`src/rtl/screen_pkg.sv`:
```
// Shared types and constants for the title screen sequencer and its helpers.
package screen_pkg;

  localparam int COORD_W = 11;
  localparam int RGB_W   = 8;

  typedef logic [COORD_W-1:0] coord_t;
  typedef logic [RGB_W-1:0]   rgb_t;

  // Colour driven when no item claims the pixel.
  localparam rgb_t TRANSPARENT = 8'h00;

  // Sequencer phases: waiting for a request, revealing items one at a time,
  // and steady display with blinking items.
  typedef enum logic [1:0] {
    IDLE   = 2'd0,
    REVEAL = 2'd1,
    SHOW   = 2'd2
  } state_t;

endpackage

```
`src/rtl/screen_item_rect.sv`:
```
// Registered hit-test for one screen item: tells whether the current scan
// position lies inside the item rectangle and where inside it.
module screen_item_rect
  import screen_pkg::*;
#(
  parameter coord_t RECT_X = 11'd0,
  parameter coord_t RECT_Y = 11'd0,
  parameter coord_t RECT_W = 11'd1,
  parameter coord_t RECT_H = 11'd1
) (
  input  logic   clk,
  input  logic   reset,
  input  coord_t pixelX,
  input  coord_t pixelY,
  output logic   insideRect,
  output coord_t offsetX,
  output coord_t offsetY
);

  // Far edges carry one extra bit so a rectangle touching the top of the
  // coordinate range cannot wrap around and alias to a small value.
  logic [COORD_W:0] xEnd;
  logic [COORD_W:0] yEnd;
  logic             hit;

  logic   insideRect_q;
  coord_t offsetX_q;
  coord_t offsetY_q;

  assign xEnd = {1'b0, RECT_X} + {1'b0, RECT_W};
  assign yEnd = {1'b0, RECT_Y} + {1'b0, RECT_H};
  assign hit  = (pixelX >= RECT_X) && ({1'b0, pixelX} < xEnd) &&
                (pixelY >= RECT_Y) && ({1'b0, pixelY} < yEnd);

  // Register the hit flag and the in-rectangle offset, zeroing the offset
  // outside so downstream bitmap lookups see a stable address.
  always_ff @(posedge clk) begin
    if (reset) begin
      insideRect_q <= 1'b0;
      offsetX_q    <= '0;
      offsetY_q    <= '0;
    end else begin
      insideRect_q <= hit;
      offsetX_q    <= hit ? coord_t'(pixelX - RECT_X) : '0;
      offsetY_q    <= hit ? coord_t'(pixelY - RECT_Y) : '0;
    end
  end

  assign insideRect = insideRect_q;
  assign offsetX    = offsetX_q;
  assign offsetY    = offsetY_q;

endmodule

```
`src/rtl/title_screen_seq.sv`:
```
// Title screen sequencer: reveals items one after another on frame
// boundaries, then blinks selected items, and composites the item bitmaps.
module title_screen_seq
  import screen_pkg::*;
#(
  parameter int                     NUM_ITEMS     = 3,
  parameter logic [NUM_ITEMS*11-1:0] ITEM_X       = {11'd448, 11'd192, 11'd70},
  parameter logic [NUM_ITEMS*11-1:0] ITEM_Y       = {11'd230, 11'd80, 11'd230},
  parameter logic [NUM_ITEMS*11-1:0] ITEM_W       = {11'd128, 11'd256, 11'd128},
  parameter logic [NUM_ITEMS*11-1:0] ITEM_H       = {3{11'd128}},
  parameter int                     REVEAL_FRAMES = 30,
  parameter int                     BLINK_FRAMES  = 32,
  parameter logic [NUM_ITEMS-1:0]   BLINK_MASK    = 3'b001
) (
  input  logic                    clk,
  input  logic                    reset,
  input  logic                    startOfFrame,
  input  logic                    show,
  input  coord_t                  pixelX,
  input  coord_t                  pixelY,
  input  logic [NUM_ITEMS-1:0]    itemDR,
  input  logic [8*NUM_ITEMS-1:0]  itemRGB,
  output logic [11*NUM_ITEMS-1:0] offsetX,
  output logic [11*NUM_ITEMS-1:0] offsetY,
  output logic [NUM_ITEMS-1:0]    insideRect,
  output logic                    screenDR,
  output rgb_t                    screenRGB,
  output logic                    revealDone
);

  localparam int MAX_FRAMES = (REVEAL_FRAMES > BLINK_FRAMES) ? REVEAL_FRAMES : BLINK_FRAMES;
  localparam int CNT_W      = (MAX_FRAMES > 1) ? $clog2(MAX_FRAMES) : 1;

  localparam logic [CNT_W-1:0] REVEAL_LAST = CNT_W'(REVEAL_FRAMES - 1);
  localparam logic [CNT_W-1:0] BLINK_LAST  = CNT_W'(BLINK_FRAMES - 1);
  localparam logic [3:0]       ITEMS_ALL   = 4'(NUM_ITEMS);

  state_t           state_q, state_d;
  logic [3:0]       revealCount_q, revealCount_d;
  logic [CNT_W-1:0] frameCnt_q, frameCnt_d;
  logic             blinkPhase_q, blinkPhase_d;

  logic [NUM_ITEMS-1:0] itemEn;
  logic                 screenDR_q, screenDR_d;
  rgb_t                 screenRGB_q, screenRGB_d;

  genvar g;
  generate
    for (g = 0; g < NUM_ITEMS; g++) begin : gen_rect
      screen_item_rect #(
        .RECT_X(ITEM_X[g*11 +: 11]),
        .RECT_Y(ITEM_Y[g*11 +: 11]),
        .RECT_W(ITEM_W[g*11 +: 11]),
        .RECT_H(ITEM_H[g*11 +: 11])
      ) u_rect (
        .clk       (clk),
        .reset     (reset),
        .pixelX    (pixelX),
        .pixelY    (pixelY),
        .insideRect(insideRect[g]),
        .offsetX   (offsetX[g*11 +: 11]),
        .offsetY   (offsetY[g*11 +: 11])
      );
    end
  endgenerate

  // Sequencer state and counters; blink phase idles in the visible half.
  always_ff @(posedge clk) begin
    if (reset) begin
      state_q       <= IDLE;
      revealCount_q <= '0;
      frameCnt_q    <= '0;
      blinkPhase_q  <= 1'b1;
    end else begin
      state_q       <= state_d;
      revealCount_q <= revealCount_d;
      frameCnt_q    <= frameCnt_d;
      blinkPhase_q  <= blinkPhase_d;
    end
  end

  // Next-state logic: dropping show aborts immediately, everything else
  // only advances on frame boundaries so enables never change mid-frame.
  always_comb begin
    state_d       = state_q;
    revealCount_d = revealCount_q;
    frameCnt_d    = frameCnt_q;
    blinkPhase_d  = blinkPhase_q;
    if (!show) begin
      state_d       = IDLE;
      revealCount_d = '0;
      frameCnt_d    = '0;
      blinkPhase_d  = 1'b1;
    end else if (startOfFrame) begin
      case (state_q)
        IDLE: begin
          revealCount_d = 4'd1;
          frameCnt_d    = '0;
          blinkPhase_d  = 1'b1;
          state_d       = (ITEMS_ALL == 4'd1) ? SHOW : REVEAL;
        end
        REVEAL: begin
          if (frameCnt_q == REVEAL_LAST) begin
            frameCnt_d    = '0;
            revealCount_d = revealCount_q + 4'd1;
            if (revealCount_q + 4'd1 == ITEMS_ALL) begin
              state_d      = SHOW;
              blinkPhase_d = 1'b1;
            end
          end else begin
            frameCnt_d = frameCnt_q + CNT_W'(1);
          end
        end
        SHOW: begin
          if (frameCnt_q == BLINK_LAST) begin
            frameCnt_d   = '0;
            blinkPhase_d = ~blinkPhase_q;
          end else begin
            frameCnt_d = frameCnt_q + CNT_W'(1);
          end
        end
        default: begin
          state_d = IDLE;
        end
      endcase
    end
  end

  // Item enables; gating with show makes the composite go dark on the same
  // edge the sequencer falls back to idle.
  always_comb begin
    itemEn = '0;
    for (int i = 0; i < NUM_ITEMS; i++) begin
      itemEn[i] = show && (4'(i) < revealCount_q) &&
                  !((state_q == SHOW) && BLINK_MASK[i] && !blinkPhase_q);
    end
  end

  // Priority composite: scanning from the top index down lets the lowest
  // enabled, drawing item overwrite the others.
  always_comb begin
    screenDR_d  = 1'b0;
    screenRGB_d = TRANSPARENT;
    for (int i = NUM_ITEMS - 1; i >= 0; i--) begin
      if (itemEn[i] && itemDR[i]) begin
        screenDR_d  = 1'b1;
        screenRGB_d = itemRGB[i*8 +: 8];
      end
    end
  end

  // Registered composite output.
  always_ff @(posedge clk) begin
    if (reset) begin
      screenDR_q  <= 1'b0;
      screenRGB_q <= TRANSPARENT;
    end else begin
      screenDR_q  <= screenDR_d;
      screenRGB_q <= screenRGB_d;
    end
  end

  assign screenDR   = screenDR_q;
  assign screenRGB  = screenRGB_q;
  assign revealDone = (state_q == SHOW);

endmodule

```
`config.mk`:
```
export PLATFORM = sky130hd
export DESIGN_NAME = title_screen_seq
export DESIGN_NICKNAME = d
export VERILOG_FILES = /design/src/rtl/screen_pkg.sv /design/src/rtl/screen_item_rect.sv /design/src/rtl/title_screen_seq.sv
export SDC_FILE = /design/constraint.sdc
export NUM_CORES = 1
export LEC_CHECK = 0
export CAP_MARGIN = 20
export CORE_UTILIZATION = 35
export DETAILED_ROUTE_END_ITERATION = 16
export GPL_ROUTABILITY_DRIVEN = 0
export SYNTH_ARGS = -nofsm -noshare
export SYNTH_HDL_FRONTEND = slang
export SYNTH_HIERARCHICAL = 1
export SYNTH_SLANG_ARGS = --single-unit
```
`constraint.sdc`:
```
create_clock -name clk -period 2.6 [get_ports clk]
set_clock_uncertainty 0.2 [all_clocks]
set_input_delay 0.52 -clock clk [delete_from_list [all_inputs] [get_ports clk]]
set_output_delay 0.52 -clock clk [all_outputs]
set_load 0.005 [all_outputs]
```
### Yosys cells after proc, flatten, opt, wreduce, memory -nomap -nowiden

Index checks and enable logic that the tools add are counted.

* shifts and indexed selects: 0
* bitwise gates (word level): 6
* $mul: 0
* div/mod/pow operators: 0
* equal/unequal tests: 8
* multiplexer cells: 18
* magnitude comparators: 13
* reductions and logical operators: 30
* add/sub/neg operators: 7

Operator list (number)
* 8-bit two-way mux: 3
* 11-bit by 7-bit greater-or-equal comparator with 1-bit output (second input constant): 2
* 11-bit by 8-bit greater-or-equal comparator with 1-bit output (second input constant): 2
* 11-bit by 8-bit less-than comparator with 1-bit output (second input constant): 2
* 11-bit by 9-bit less-than comparator with 1-bit output (second input constant): 2
* 11-bit by 7-bit subtractor with 11-bit output (second input constant): 2
* 11-bit by 8-bit subtractor with 11-bit output (second input constant): 2
* 1-bit logical AND: 17
* 5-bit one-hot mux with 3 select lines: 1
* 11-bit by 9-bit greater-or-equal comparator with 1-bit output (second input constant): 1
* 11-bit by 10-bit less-than comparator with 1-bit output (second input constant): 1
* 11-bit by 9-bit subtractor with 11-bit output (second input constant): 1
* 5-bit == test (second input constant): 2
* 5-bit two-way mux: 2
* 1-bit by 4-bit less-than comparator with 1-bit output (first input constant): 2
* 4-bit one-hot mux with 2 select lines: 1
* 2-bit OR reduction: 4
* 1-bit two-way mux: 6
* 1-bit inverter: 6
* 2-bit one-hot mux with 3 select lines: 1
* 5-bit by 1-bit adder with 5-bit output (second input constant): 1
* 5-bit AND reduction: 1
* 4-bit by 1-bit adder with 4-bit output (second input constant): 1
* 4-bit by 2-bit == test with 1-bit output (second input constant): 1
* other kinds (15): 18

* bits in writable memories: 0
* logic and storage cells: 97
* flip-flop bits (word level): 90
* memories kept: 0
* output and inout port bits: 79
* ROM bits: 0
* bits of input ports: 53
* latch bits: 0

### Depth between registers and ports, before layout

* word-level depth: 6
* mapped depth: 7

### Modules after synthesis

Netlist, hierarchy kept.

By module, submodules not included
* title_screen_seq: cells each 137, times used 1, area each 1213.7 µm²
* screen_item_rect at gen_rect[2].u_rect: cells each 94, times used 1, area each 1083.5 µm²
* screen_item_rect at gen_rect[0].u_rect: cells each 80, times used 1, area each 883.3 µm²
* screen_item_rect at gen_rect[1].u_rect: cells each 79, times used 1, area each 879.6 µm²

### Worst setup path after synthesis

OpenSTA, ideal clock, no wires.

* path kind: input to register
* start: in pixelX[1]
* end: reg gen_rect[0].u_rect.offsetX_q[3]
* setup time: 0.130 ns
* buffers on the path: 1
* cell stages on the path: 6
* arrival time: 1.945 ns
* path slack: 0.325 ns
* required time: 2.270 ns
* cells stage by stage: ha_1 -> nor4_1 -> nand2b_1 -> xor2_1 -> buf_2 -> nor4_1

* longest elaborated chain between the ends: 6
* elaborated cells on any way between the ends: 8

RTL lines
* from (decl): RTL line title_screen_seq.sv:19 `input coord_t pixelX,`
* 11-bit by 7-bit greater-or-equal comparator with 1-bit output or 11-bit by 8-bit less-than comparator with 1-bit output (tied branches): RTL line screen_item_rect.sv:32 `assign hit = (pixelX >= RECT_X) && ({1'b0, pixelX} < xEnd) &&`
* 1-bit logical AND (2 in series): RTL line screen_item_rect.sv:32
* 1-bit logical AND: RTL line screen_item_rect.sv:33 `(pixelY >= RECT_Y) && ({1'b0, pixelY} < yEnd);`
* 1-bit inverter (no line)
* 2-bit OR reduction (no line)
* to (signal assigned): RTL line screen_item_rect.sv:44 `offsetX_q <= hit ? coord_t'(pixelX - RECT_X) : '0;`
* to (decl): RTL line screen_item_rect.sv:27 `coord_t offsetX_q;`

Several ways; a longest one is shown, not always the timed one.
A chain may end at the register's enable or synchronous reset.

### Worst setup path after layout

* start: in pixelX[7]
* end: reg gen_rect[1].u_rect.offsetY_q[8]

* longest elaborated chain between the ends: 6
* elaborated cells on any way between the ends: 7

RTL lines
* 11-bit by 8-bit greater-or-equal comparator with 1-bit output or 11-bit by 9-bit less-than comparator with 1-bit output (tied branches): RTL line screen_item_rect.sv:32
* 1-bit logical AND (*) (2 in series): RTL line screen_item_rect.sv:32
* 1-bit logical AND (*): RTL line screen_item_rect.sv:33
* 1-bit inverter (no line) (*)
* 2-bit OR reduction (no line) (*)
* to (signal assigned): RTL line screen_item_rect.sv:45 `offsetY_q <= hit ? coord_t'(pixelY - RECT_Y) : '0;`
* to (decl): RTL line screen_item_rect.sv:28 `coord_t offsetY_q;`

Mark *: on every way between the ends. The rest lies on a longest branch, timed or not.

==> results.ini <==
[status]
outcome=complete, no violations

[sta]
relSlewSlack_pct=46.7
timing.fmax_mhz=391
timing.final.crit_period_ns=2.56
worst_slack_ns=0.0407
period_share_pct=98.4
drv_slew=0
finalSetupViolCount=0
finalHoldViolCount=0
worst_pin_slew_ns=0.793

[drt]
drt_iter0_drc=150
wl_per_cell_um=16.2
dr.pass1.iters=5
via_per_inst=5.12
drcViolationCount=0
drt-total-wl_um=11600
num_vias=3663
ant_nets=0

[final_layout]
n_fill_cell=1004
antenna_cells=0
final_area_mm2=0.00625
multi_input_comb_area_mm2=0.00211
nNetsFinal=641
regArea_mm2=0.00180
syn_to_final_growth_pct=53.8
drive_above_1_share_pct=19.3
mostFrequentLayoutCell=clkdlybuf4s50_1
final_cell_mix=131 x clkdlybuf4s50_1, 90 x dfxtp_1, 50 x buf_4

[clock_tree]
cts_buffers=9
clk_latency_ns=0.34
cts_root_buf=clkbuf_16
holdBufCountCts=0
htree_levels=3
clock-sinks=90
clkSlewWorstSetupHoldPaths_ns=0.06
cts_tree=yes
clockBufferDepth=2

[grt]
grt_pass1_vias=3538
grt_max_degree=22
grt_pass1_wl_um=18000
grt_usage_pct=20.0
grt_overflow=0
antenna_found_initial=0

[floorplanning]
num_rows=38
die_h_um=110
core_mm2=0.0111
initial_core_util_pct=36.7
num_io_pins=132
die_w_um=110
die_area_mm2=0.0120

[critical_path]
path_class=input pin to flip-flop
crit_path_end_kind=flip-flop
cp_max_fo=12
required_ns=2.66
cp_data_arrival_time_ns=2.62
crit_path_start_kind=input pin

[place]
io_buffers=131
place_hpwl_um=8780
place_area_mm2=0.00590
dp_slack_ns=-0.410

[flow_run]
maxCapViolCount=0

[yosys]
ys.flop_type=dfxtp_1
yosys_warnings=6
synth_edf_count=0
synthCells=390
ys_ff_latch=90
ys_types=64
ys_seq_area_share_pct=44.4
syn_area_mm2=0.00406
synth-async-reset-ratio_pct=0
syn_avg_cell_area_um2=10.4

[power_and_ir_drop]
ir_worst_vdd_uv=330
power_leakage_nw=2.33
cellPowerDensity_mw_per_mm2=515

[min_path]
hold_class=flip-flop to flip-flop

==> worst paths after layout <==
path / start / endpoint / cells after the start / slack [ns]
min: frameCnt_q[4]$_SDFFE_PP0P_ / frameCnt_q[4]$_SDFFE_PP0P_ / 2 / 0.30
max: pixelX[7] / gen_rect[1].u_rect/offsetY[8]$_SDFF_PP0_ / 7 / 0.04
min reg2reg: frameCnt_q[4]$_SDFFE_PP0P_ / frameCnt_q[4]$_SDFFE_PP0P_ / 2 / 0.30
max reg2reg: frameCnt_q[0]$_SDFFE_PP0P_ / blinkPhase_q$_SDFFE_PP1P_ / 6 / 0.59
==> metrics by stage <==
stage / power [W] / TNS (ns) / util, % / hold slack [ns] / instances
final: 0.00321 / 0 / 56.4 / 0.301 / 716
after global routing: 0.00333 / -0.0459 / 56.4 / 0.330 / 716
after CTS: 0.00325 / 0 / 56.2 / 0.300 / 716
after detailed placement: 0.00184 / -7.87 / 53.2 / 0.286 / 700
after global placement: 0.00184 / -6.36 / 53.2 / 0.275 / 700
after floorplan: 0.00160 / 0 / - / 0.258 / 394
==> layer usage <==
metal,vias up,wire length [um],global-route usage (%)
li1,1808,-,-
met1,1734,5120,25.4
met2,103,5600,33.3
met3,18,613,3.62
met4,0,264,8.76
met5,-,0,0
==> worst max-delay path, cell delays in order <==
cell and delay, ns:
clkdlybuf4s50_1 0.51, ha_2 0.23, or4b_4 0.51, o41ai_4 0.32, nand3_1 0.12, buf_4 0.21
nor3_1 0.21
==> sequential cells by signal, summed over array words and instances (netlist names) <==
signal,flops
gen_rect.u_rect/offsetY,33
gen_rect.u_rect/offsetX,33
state_q,2
frameCnt_q,5
blinkPhase_q,1
gen_rect.u_rect/insideRect,3
revealCount_q,4
screenDR,1
screenRGB,8
==> cells in the mapped netlist (2+ instances only) <==
library cell,n,share of area [%]
a31oi_2,2,0.62
o31a_1,2,0.43
nand2b_1,5,0.77
o211ai_1,3,0.55
nand4_1,5,0.77
a222oi_1,8,2.0
clkbuf_1,6,0.55
xor2_1,11,2.4
and3_2,2,0.37
inv_1,19,1.8
nand3_1,7,0.86
conb_1,2,0.18
ha_1,17,5.2
buf_2,5,0.62
nor3_2,4,0.99
a211oi_1,3,0.55
a211o_1,3,0.65
or4_1,2,0.37
or3_1,2,0.31
and2_1,2,0.31
nor2b_1,5,0.77
buf_6,7,1.9
nor2_1,19,1.8
xnor2_1,12,2.6
nand2_1,17,1.6
o21ai_0,4,0.49
nor4_1,20,3.1
nor4b_1,6,1.3
a2111oi_2,2,0.74
or4b_1,2,0.49
a32oi_1,3,0.65
dfxtp_1,90,44
and3_1,14,2.2
nor3b_1,2,0.37
o21a_1,2,0.37
nor4_2,13,4.0
a21oi_1,13,1.6
nor3_1,18,2.2
mux2i_1,4,0.99
a2111oi_4,2,1.4
a2111oi_0,2,0.43
==> layout make-up <==
class | instances | share of cell area, %
Sequential cell | 90 | 28.8
Multi-Input combinational cell | 266 | 33.8
Timing Repair Buffer | 185 | 28.3
Clock inverter | 7 | 1.48
Tap cell | 140 | 2.80
Clock buffer | 9 | 3.61
Inverter | 19 | 1.14
==> logic make-up (layout without fill, tap and decap cells) <==
family,count (synthesis),count (layout),share of synthesized area [%]
buffers and inverters,38,220,4.96
xor gates and xnor gates,23,23,4.96
DFF,90,90,44.4
other,2,6,0.185
adders and majority gates,17,17,5.24
muxes,4,4,0.986
and+or+nand+nor,154,154,25.0
AOI/OAI and AO/OA,62,62,14.3
==> power by group <==
group          total, W  switching (W)  leakage [nW]  internal (W)
clock network   0.00140       0.000555         0.160      0.000842
registers       0.00139     0.00000418         0.727       0.00139
logic          0.000425       0.000212          1.45      0.000213
total           0.00321       0.000771          2.33       0.00244
==> what timing repair did <==
| item | CTS | global route |
|---|---|---|
| gates resized for setup | 1 | 4 |
| setup buffers | 0 | 0 |
| endpoints found under the hold margin | 0 | 0 |
| endpoints found under the setup margin | 6 | 5 |
| pin swaps | 0 | 1 |
Power figures use the tool's default switching activity.
